--- src/rtl/somador_serial.sv ---
// somador_serial: multi-cycle adder/subtractor that processes CHUNK bits per clock
// through a registered ripple carry. It uses an inicio/pronto handshake and reports
// carry, signed overflow and zero.
//
// Parameters:
//   WIDTH  operand and result width
//   CHUNK  bits added per clock; must divide WIDTH (CHUNK == WIDTH -> 1 cycle)
//
// Ports:
//   clock      rising-edge clock
//   reset_n    asynchronous active-low reset
//   inicio     start request, sampled on a rising edge while idle
//   subtrai    0: valor1 + valor2, 1: valor1 - valor2 (sampled with inicio)
//   valor1     operand A (sampled with inicio)
//   valor2     operand B (sampled with inicio)
//   soma       registered result; updated only on completion
//   carry_out  carry out of the MSB (subtraction: 1 = no borrow)
//   overflow   two's-complement signed overflow
//   zero       soma == 0
//   ocupado    operation in progress
//   pronto     one-cycle pulse when soma and the flags have been updated
module somador_serial #(
  parameter int unsigned WIDTH = 32,
  parameter int unsigned CHUNK = 8
) (
  input  logic             clock,
  input  logic             reset_n,
  input  logic             inicio,
  input  logic             subtrai,
  input  logic [WIDTH-1:0] valor1,
  input  logic [WIDTH-1:0] valor2,
  output logic [WIDTH-1:0] soma,
  output logic             carry_out,
  output logic             overflow,
  output logic             zero,
  output logic             ocupado,
  output logic             pronto
);

  localparam int unsigned N  = WIDTH / CHUNK;
  localparam int unsigned CW = (N > 1) ? $clog2(N) : 1;

  if ((WIDTH % CHUNK) != 0) begin : g_bad_chunk
    $error("somador_serial: CHUNK (%0d) must divide WIDTH (%0d)", CHUNK, WIDTH);
  end

  typedef enum logic {
    Ocioso,
    Calcula
  } state_t;

  state_t           r_state;
  state_t           w_state_next;

  // Latched operands. r_b already holds ~valor2 for subtraction.
  logic [WIDTH-1:0] r_a;
  logic [WIDTH-1:0] r_b;
  logic             r_carry;
  logic [CW-1:0]    r_k;
  logic [WIDTH-1:0] r_acc;

  logic [WIDTH-1:0] r_soma;
  logic             r_carry_out;
  logic             r_overflow;
  logic             r_zero;
  logic             r_pronto;

  logic             w_accept;
  logic             w_step;
  logic             w_last;

  logic [31:0]      w_base;
  logic [CHUNK-1:0] w_a_chunk;
  logic [CHUNK-1:0] w_b_chunk;
  logic [CHUNK:0]   w_chunk_add;
  logic [CHUNK-1:0] w_sum;
  logic             w_cout;
  logic [WIDTH-1:0] w_result;
  logic             w_overflow;

  // Chunk datapath. The accumulator holds zeros above the current chunk, so OR-ing
  // in the shifted chunk sum yields the full result on the last step.
  always_comb begin
    w_base      = 32'(r_k) * CHUNK;
    w_a_chunk   = CHUNK'(r_a >> w_base);
    w_b_chunk   = CHUNK'(r_b >> w_base);
    w_chunk_add = {1'b0, w_a_chunk} + {1'b0, w_b_chunk} + {{CHUNK{1'b0}}, r_carry};
    w_sum       = w_chunk_add[CHUNK-1:0];
    w_cout      = w_chunk_add[CHUNK];
    w_result    = r_acc | (WIDTH'(w_sum) << w_base);
    // Operands of equal sign that yield a result of the other sign.
    w_overflow  = (r_a[WIDTH-1] == r_b[WIDTH-1]) && (w_result[WIDTH-1] != r_a[WIDTH-1]);
  end

  // Next-state and control decode.
  always_comb begin
    w_state_next = r_state;
    w_accept     = 1'b0;
    w_step       = 1'b0;
    w_last       = 1'b0;
    unique case (r_state)
      Ocioso: begin
        if (inicio) begin
          w_accept     = 1'b1;
          w_state_next = Calcula;
        end
      end
      Calcula: begin
        w_step = 1'b1;
        if (r_k == CW'(N - 1)) begin
          w_last       = 1'b1;
          w_state_next = Ocioso;
        end
      end
      default: w_state_next = Ocioso;
    endcase
  end

  always_ff @(posedge clock or negedge reset_n) begin
    if (!reset_n) begin
      r_state     <= Ocioso;
      r_a         <= '0;
      r_b         <= '0;
      r_carry     <= 1'b0;
      r_k         <= '0;
      r_acc       <= '0;
      r_soma      <= '0;
      r_carry_out <= 1'b0;
      r_overflow  <= 1'b0;
      r_zero      <= 1'b1;
      r_pronto    <= 1'b0;
    end else begin
      r_state  <= w_state_next;
      r_pronto <= w_last;

      if (w_accept) begin
        r_a     <= valor1;
        r_b     <= subtrai ? ~valor2 : valor2;
        // Carry-in of 1 completes the two's complement of valor2.
        r_carry <= subtrai;
        r_k     <= '0;
        r_acc   <= '0;
      end

      if (w_step) begin
        r_acc   <= w_result;
        r_carry <= w_cout;
        r_k     <= r_k + 1'b1;
      end

      // Visible outputs change only here, so partial sums never leak out.
      if (w_last) begin
        r_soma      <= w_result;
        r_carry_out <= w_cout;
        r_overflow  <= w_overflow;
        r_zero      <= (w_result == '0);
      end
    end
  end

  assign soma      = r_soma;
  assign carry_out = r_carry_out;
  assign overflow  = r_overflow;
  assign zero      = r_zero;
  assign ocupado   = (r_state == Calcula);
  assign pronto    = r_pronto;

endmodule

--- config.mk ---
export PLATFORM = sky130hd
export DESIGN_NAME = somador_serial
export DESIGN_NICKNAME = d
export VERILOG_FILES = /design/src/rtl/somador_serial.sv
export SDC_FILE = /design/constraint.sdc
export NUM_CORES = 1
export LEC_CHECK = 0
export CAP_MARGIN = 20
export CORE_MARGIN = 2
export CORE_UTILIZATION = 53
export CTS_CLUSTER_DIAMETER = 80
export DETAILED_ROUTE_END_ITERATION = 10
export PLACE_DENSITY_LB_ADDON = 0.05
export RECOVER_POWER = 25
export SYNTH_ARGS = -nofsm -noshare
export SYNTH_HDL_FRONTEND = slang
export SYNTH_SLANG_ARGS = --single-unit
--- constraint.sdc ---
create_clock -name clock -period 4.4 [get_ports clock]
set_clock_uncertainty 0.1 [all_clocks]
set_input_delay 1.32 -clock clock [delete_from_list [all_inputs] [get_ports clock]]
set_output_delay 1.32 -clock clock [all_outputs]
set_load 0.05 [all_outputs]
==> summary.md, run 1 <==
| Metric | Value |
|---|---|
| CP Class | `reg -> reg` |
| Synthesized Nets | `642` |
| Final max-slew violation count | `84` |
| Global route overflow | `0` |
| Synth warnings | `0` |
| Initial DRT Pass Iterations | `4` |
| Postcts setup bufs | `0` |
| Diode count | `0` |
| Filler cell count in the final layout | `922` |
| Initial Util | `54.1%` |
| Hold WS | `372 ps` |
| Most frequent cells in the layout | `dfrtp_1 (135), clkdlybuf4s50_1 (102), a21oi_1 (98)` |
| Seq cells post-synth | `136` |
| Post-CTS sizing | `0` |
| Normalized max-slew margin | `-36.5%` |
| Placed cell count | `784` |
| Arrival time at the worst endpoint | `3860 ps` |
| Post-Synthesis Cells | `564` |
| Die area | `12,500 um2` |
| I/O pin total | `105` |
| Worst-margin pin slew | `2050 ps` |
| Hpwl dp | `9960 um` |
| Mapped Area | `6180 um2` |
| Final period util | `82.7%` |
| Area of the multi-input gates | `2610 um2` |
| # port buffers | `104` |
| Clock Path Buffers | `2` |
| Worst slack, placed | `779 ps` |
| Register area share after synthesis | `55.1%` |
| CP Capture Type | `register` |
| Worst-path clk slew | `60 ps` |
| Nets@finish | `738` |
| Share of cells above drive strength 1 | `14.7%` |
| Post-synthesis cell type count | `46` |
| Max Freq | `275 MHz` |
| Most common cell after layout, fill and taps aside | `dfrtp_1` |
| RD Place Congestion | `0.924` |
| Routed wire length | `14,200 um` |
| First-pass GRT wire length | `23,600 um` |
| Final cell count without fillers | `816` |
| CTS Sinks | `136` |
| Clock Root Buffer | `clkbuf_16` |
| Via count | `4,616` |
| Cell Rows | `39` |
| Peak fanout along the critical path | `12` |
| Crit-path cells | `mux4_2 > fa_1 > fa_1 > nor4_1 > and4_1 > nand3_1 > a2111oi_0 > nand4b_1 > o32ai_2` |
| CP peak stage delay | `640 ps` |
| Post-DR wirelength/cell | `17.4 um` |
| Slowest cell on crit path | `dfrtp_1` |
| Final worst slack | `760 ps` |
| Clock latency at the later pin of the worst-skew pair | `420 ps` |
| Area Growth Syn to Fin | `27.9%` |
| Max Cap Viol | `1` |
| Syn Area/Cell | `11.0 um2` |
| DIE HEIGHT | `112 um` |
| Hold_buf cts | `0` |
| Min-Delay Path Class | `reg -> reg` |
| Vias in the first global route | `4,767` |
| Drt first-iter violations | `301` |
| Final Hold Vio Count | `0` |
| Post-route DRC | `0` |
| Antenna-violating nets left | `0` |
| Cell repeated most along the worst path | `fa_1` |
| Failing checks | `capacitance limit, slew limit` |
| Crit path launch type | `register` |
| CTS tree | `done` |
| Outcome | `finished, violations left` |
| Initial antenna violation count | `0` |
| Total CTS buffers | `17` |
| Die width | `112 um` |
| H-Tree Depth | `4` |
| R2R setup slack | `760 ps` |
| Final Setup Violations | `0` |
| Via density | `5.66` |
| Final min period | `3640 ps` |
| Crit path required time | `4620 ps` |
| Core Box Area | `11,400 um2` |
| Sequential cell area | `3400 um2` |
| Largest net degree at the start of global routing | `98` |
| RSZ-0062 raised after global routing | `false` |
| Fin Setup TNS | `0 ps` |
| Total GRT Usage | `24.2%` |
[final cells by class]
cell class / instances / area share (%)
tap: 143 / 2.26
multi-input combinational: 384 / 33.1
timing repair buffer: 114 / 14.0
clock inverter: 13 / 1.65
clock buffer: 19 / 5.60
inverter: 7 / 0.332
sequential: 136 / 43.1
[cell usage after synthesis (all sizes together)]
master | instances | area share, %
o31ai | 1 | 0.12
nor2b | 1 | 0.10
dfrtp | 135 | 55
nand3 | 5 | 0.40
xnor2 | 32 | 4.5
a31oi | 1 | 0.10
nand4b | 1 | 0.14
nand2b | 1 | 0.10
a2111oi | 1 | 0.14
and3 | 1 | 0.10
ha | 8 | 1.6
nor3b | 1 | 0.12
xor2 | 2 | 0.28
a32oi | 1 | 0.14
o21bai | 1 | 0.12
a31o | 1 | 0.14
o32ai | 1 | 0.26
or2 | 2 | 0.24
a21oi | 98 | 7.9
a21o | 3 | 0.36
and4 | 1 | 0.14
and2 | 4 | 0.40
o21a | 2 | 0.24
clkinv | 1 | 0.061
dfstp | 1 | 0.43
and4b | 1 | 0.22
o21ai | 37 | 3.0
mux4 | 16 | 5.8
fa | 2 | 0.65
nor4 | 9 | 0.91
a41o | 1 | 0.16
o31a | 1 | 0.14
nand4 | 1 | 0.10
a22o | 1 | 0.14
nand2 | 36 | 2.2
o22ai | 2 | 0.20
mux2 | 33 | 6.0
nor2 | 70 | 4.3
buf | 11 | 0.73
nor3 | 2 | 0.16
a211oi | 1 | 0.12
a211o | 2 | 0.28
clkbuf | 26 | 1.6
inv | 6 | 0.36
[routing by layer]
metal	track usage [%]	part of all wire (%)	vias up
met5	0	0	-
met3	5.06	5.0	27
li1	-	-	2173
met1	29.2	40	2275
met4	9.59	2.1	0
met2	42.7	53	141
[worst paths after layout]
path | depth (start not counted) | to | start
setup / recovery | 9 | zero | r_k[1]
hold / removal | 2 | r_b[22] | r_b[22]
setup reg to reg | 9 | zero | r_k[1]
hold reg to reg | 2 | r_b[22] | r_b[22]
max in group asynchronous | 2 | r_b[10] | reset_n
min in group asynchronous | 1 | soma[9] | reset_n
[kinds of logic (layout without fill, tap and decap cells)]
logic type	Yosys count	count (layout)	synth area share [%]
flops	136	136	55.1
simple gates	136	136	9.60
fa+ha+maj	10	10	2.27
buf+inv	44	153	2.73
compound gates	155	155	13.6
xor+xnor	34	34	4.82
mux	49	49	11.8
[flip-flops by register name (all words and copies together), names as in the netlist]
name / cells
r_acc: 32
r_k: 2
ocupado: 1
carry_out: 1
overflow: 1
r_a: 32
soma: 32
pronto: 1
r_b: 32
r_carry: 1
zero: 1
[worst max-delay path, delay by kind of cell (launching register included)]
| kind | cells | cell delay [ps] |
|---|---|---|
| compound gates | 2 | 660 |
| mux | 1 | 420 |
| fa+ha+maj | 2 | 990 |
| flops | 1 | 640 |
| simple gates | 4 | 720 |
[metrics by stage]
stage / cell area (um2) / util, %
floorplan: 6180 / -
finish: 7900 / 69.2
detailed placement: 7340 / 64.2
global placement: 7340 / 64.2
global route: 7900 / 69.2
CTS: 7910 / 69.3
Power of run 1 is not shown: default switching activity piles up to over one toggle a cycle in this logic, so the estimate is an artifact.
==> inputs of run 2 (changes only) <==
CORE_UTILIZATION = 48   (was 53)
clock period = 3.25 ns   (was 4.4 ns; I/O delays follow)
==> run 2 against run 1 <==
The flow now finishes without violations. Global-route usage decreased by 1.9 points. First-iteration DRC count increased by 9.3%. Non-clock buffer count increased by 13. Worst setup slack got worse by 710 ps. Critical path depth unchanged. Sequential share of layout area decreased by 1.2 points. Critical path type unchanged. Highest routed layer unchanged.
==> summary.md, run 2 (same netlist as run 1, synthesis figures left out) <==
| Metric | Value |
|---|---|
| Clock latency at the later pin of the worst-skew pair | `420 ps (about the same)` |
| Worst slack, placed | `-97.7 ps (-877 ps)` |
| RSZ-0062 raised after global routing | `true` |
| CP Capture Type | `register` |
| CTS Sinks | `136 (unchanged)` |
| Antenna-violating nets left | `0 (unchanged)` |
| Fin util | `64.8% (-4.4 points)` |
| Worst-margin pin slew | `1380 ps (-664 ps)` |
| Total GRT Usage | `22.3% (-1.9 points)` |
| Largest net degree at the start of global routing | `58 (-41%)` |
| Final Hold Vio Count | `0 (unchanged)` |
| I/O pin total | `105 (unchanged)` |
| Slowest cell on crit path | `mux4_2` |
| Vias in the first global route | `4,687 (-1.7%)` |
| Share of cells above drive strength 1 | `17.5% (+2.8 points)` |
| Min-Delay Path Class | `reg -> reg` |
| DIE HEIGHT | `117 um (+4.9%)` |
| Final max-slew violation count | `0 (-100%)` |
| Worst-path clk slew | `60 ps (about the same)` |
| Core Box Area | `12,600 um2 (+10%)` |
| Routed wire length | `14,400 um (+1.3%)` |
| Final Setup Violations | `0 (unchanged)` |
| Final min period | `3200 ps (-438 ps)` |
| Total CTS buffers | `17 (unchanged)` |
| # port buffers | `104 (unchanged)` |
| Area Growth Syn to Fin | `31.8%` |
| Most frequent cells in the layout | `dfrtp_1 (134), clkdlybuf4s50_1 (101), a21oi_1 (98)` |
| Peak fanout along the critical path | `5 (-7)` |
| Max Freq | `312 MHz (+14%)` |
| Post-DR wirelength/cell | `16.8 um (-3.7%)` |
| CTS tree | `done` |
| Die width | `117 um (+4.9%)` |
| Final design area excluding fillers | `8140 um2 (+3.0%)` |
| Via density | `5.31 (-6.1%)` |
| Post-route DRC | `0 (unchanged)` |
| Clock Root Buffer | `clkbuf_16` |
| Crit path required time | `3480 ps (-1140 ps)` |
| Initial Util | `49.2% (-5.0 points)` |
| Normalized max-slew margin | `7.77% (+44 points)` |
| R2R setup slack | `50 ps (-710 ps)` |
| Max Cap Viol | `0 (-1)` |
| Nets@finish | `751 (+1.8%)` |
| Crit path launch type | `register` |
| Clock Path Buffers | `2 (unchanged)` |
| Global route overflow | `0 (unchanged)` |
| First-pass GRT wire length | `24,000 um (+1.8%)` |
| Initial DRT Pass Iterations | `4 (unchanged)` |
| Hpwl dp | `10,400 um (+4.6%)` |
| Diode count | `0 (unchanged)` |
| Cell Rows | `41 (+5.1%)` |
| Initial antenna violation count | `0 (unchanged)` |
| Filler cell count in the final layout | `1,036 (+12%)` |
| Drt first-iter violations | `329 (+9.3%)` |
| Hold_buf cts | `0 (unchanged)` |
| CP Class | `reg -> reg` |
| Most common cell after layout, fill and taps aside | `dfrtp_1` |
| H-Tree Depth | `4 (unchanged)` |
| Cell repeated most along the worst path | `fa_2` |
| Via count | `4,556 (-1.3%)` |
| Crit-path cells | `mux4_2 > fa_2 > fa_2 > xor2_1 > nor4_1 > nand3_1 > a2111oi_4 > nand4b_1 > o32ai_2` |
| Outcome | `finished, final reports clean` |
| Final period util | `98.5% (+16 points)` |
| Cell Area, Placed | `7510 um2 (+2.4%)` |
| RD Place Congestion | `0.909 (-1.7%)` |
| Die area | `13,800 um2 (+10%)` |
| CP peak stage delay | `540 ps (-100 ps)` |
| Arrival time at the worst endpoint | `3430 ps (-430 ps)` |
| Final worst slack | `48.4 ps (-712 ps)` |
run 2: layer usage:
metal  up-vias  routed length [um]  global-route usage, %
li1       2203                   -                      -
met1      2199                5930                   28.5
met2       129                7440                   37.2
met3        25                 638                   4.41
met4         0                 361                   9.79
met5         -                   0                      0
run 2: final timing paths:
path	start	to	depth (start not counted)
min reg2reg	r_b[13]	r_b[13]	2
max reg2reg	r_k[0]	zero	9
min	r_b[13]	r_b[13]	2
max in group asynchronous	reset_n	r_b[17]	2
min in group asynchronous	reset_n	soma[10]	1
max	r_k[0]	zero	9
run 2: what timing repair did:
action / 4_1_cts / 5_1_grt
pin swaps: 0 / 2
resized for setup: 3 / 4
setup endpoints to repair: 2 / 5
hold endpoints to repair: 0 / 0
buffers inserted: 0 / 0
run 2: area by class of cell:
cell class | count | area, um2 | share of cell area (%)
clock inverter | 12 | 149 | 1.83
tap | 172 | 215 | 2.64
clock buffer | 20 | 467 | 5.73
timing repair buffer | 127 | 1230 | 15.1
sequential | 136 | 3410 | 41.8
multi-input combinational | 384 | 2650 | 32.5
inverter | 7 | 26.3 | 0.323
run 2: stage by stage:
stage                     cells  hold WS [ps]  setup TNS (ps)
after floorplan             564           345               0
after global placement      826           357               0
after detailed placement    826           369            -113
after CTS                   858           383               0
after global routing        858           409            -132
final                       858           379               0
run 2: worst max-delay path: cells and delay by family (launching register included):
kind | cells | cell delay [ps]
muxes | 1 | 540
DFF | 1 | 430
AOI/OAI and AO/OA | 2 | 590
adders and majority gates | 2 | 780
xor gates and xnor gates | 1 | 190
and+or+nand+nor | 3 | 490
Power of run 2 is left out for the same reason.
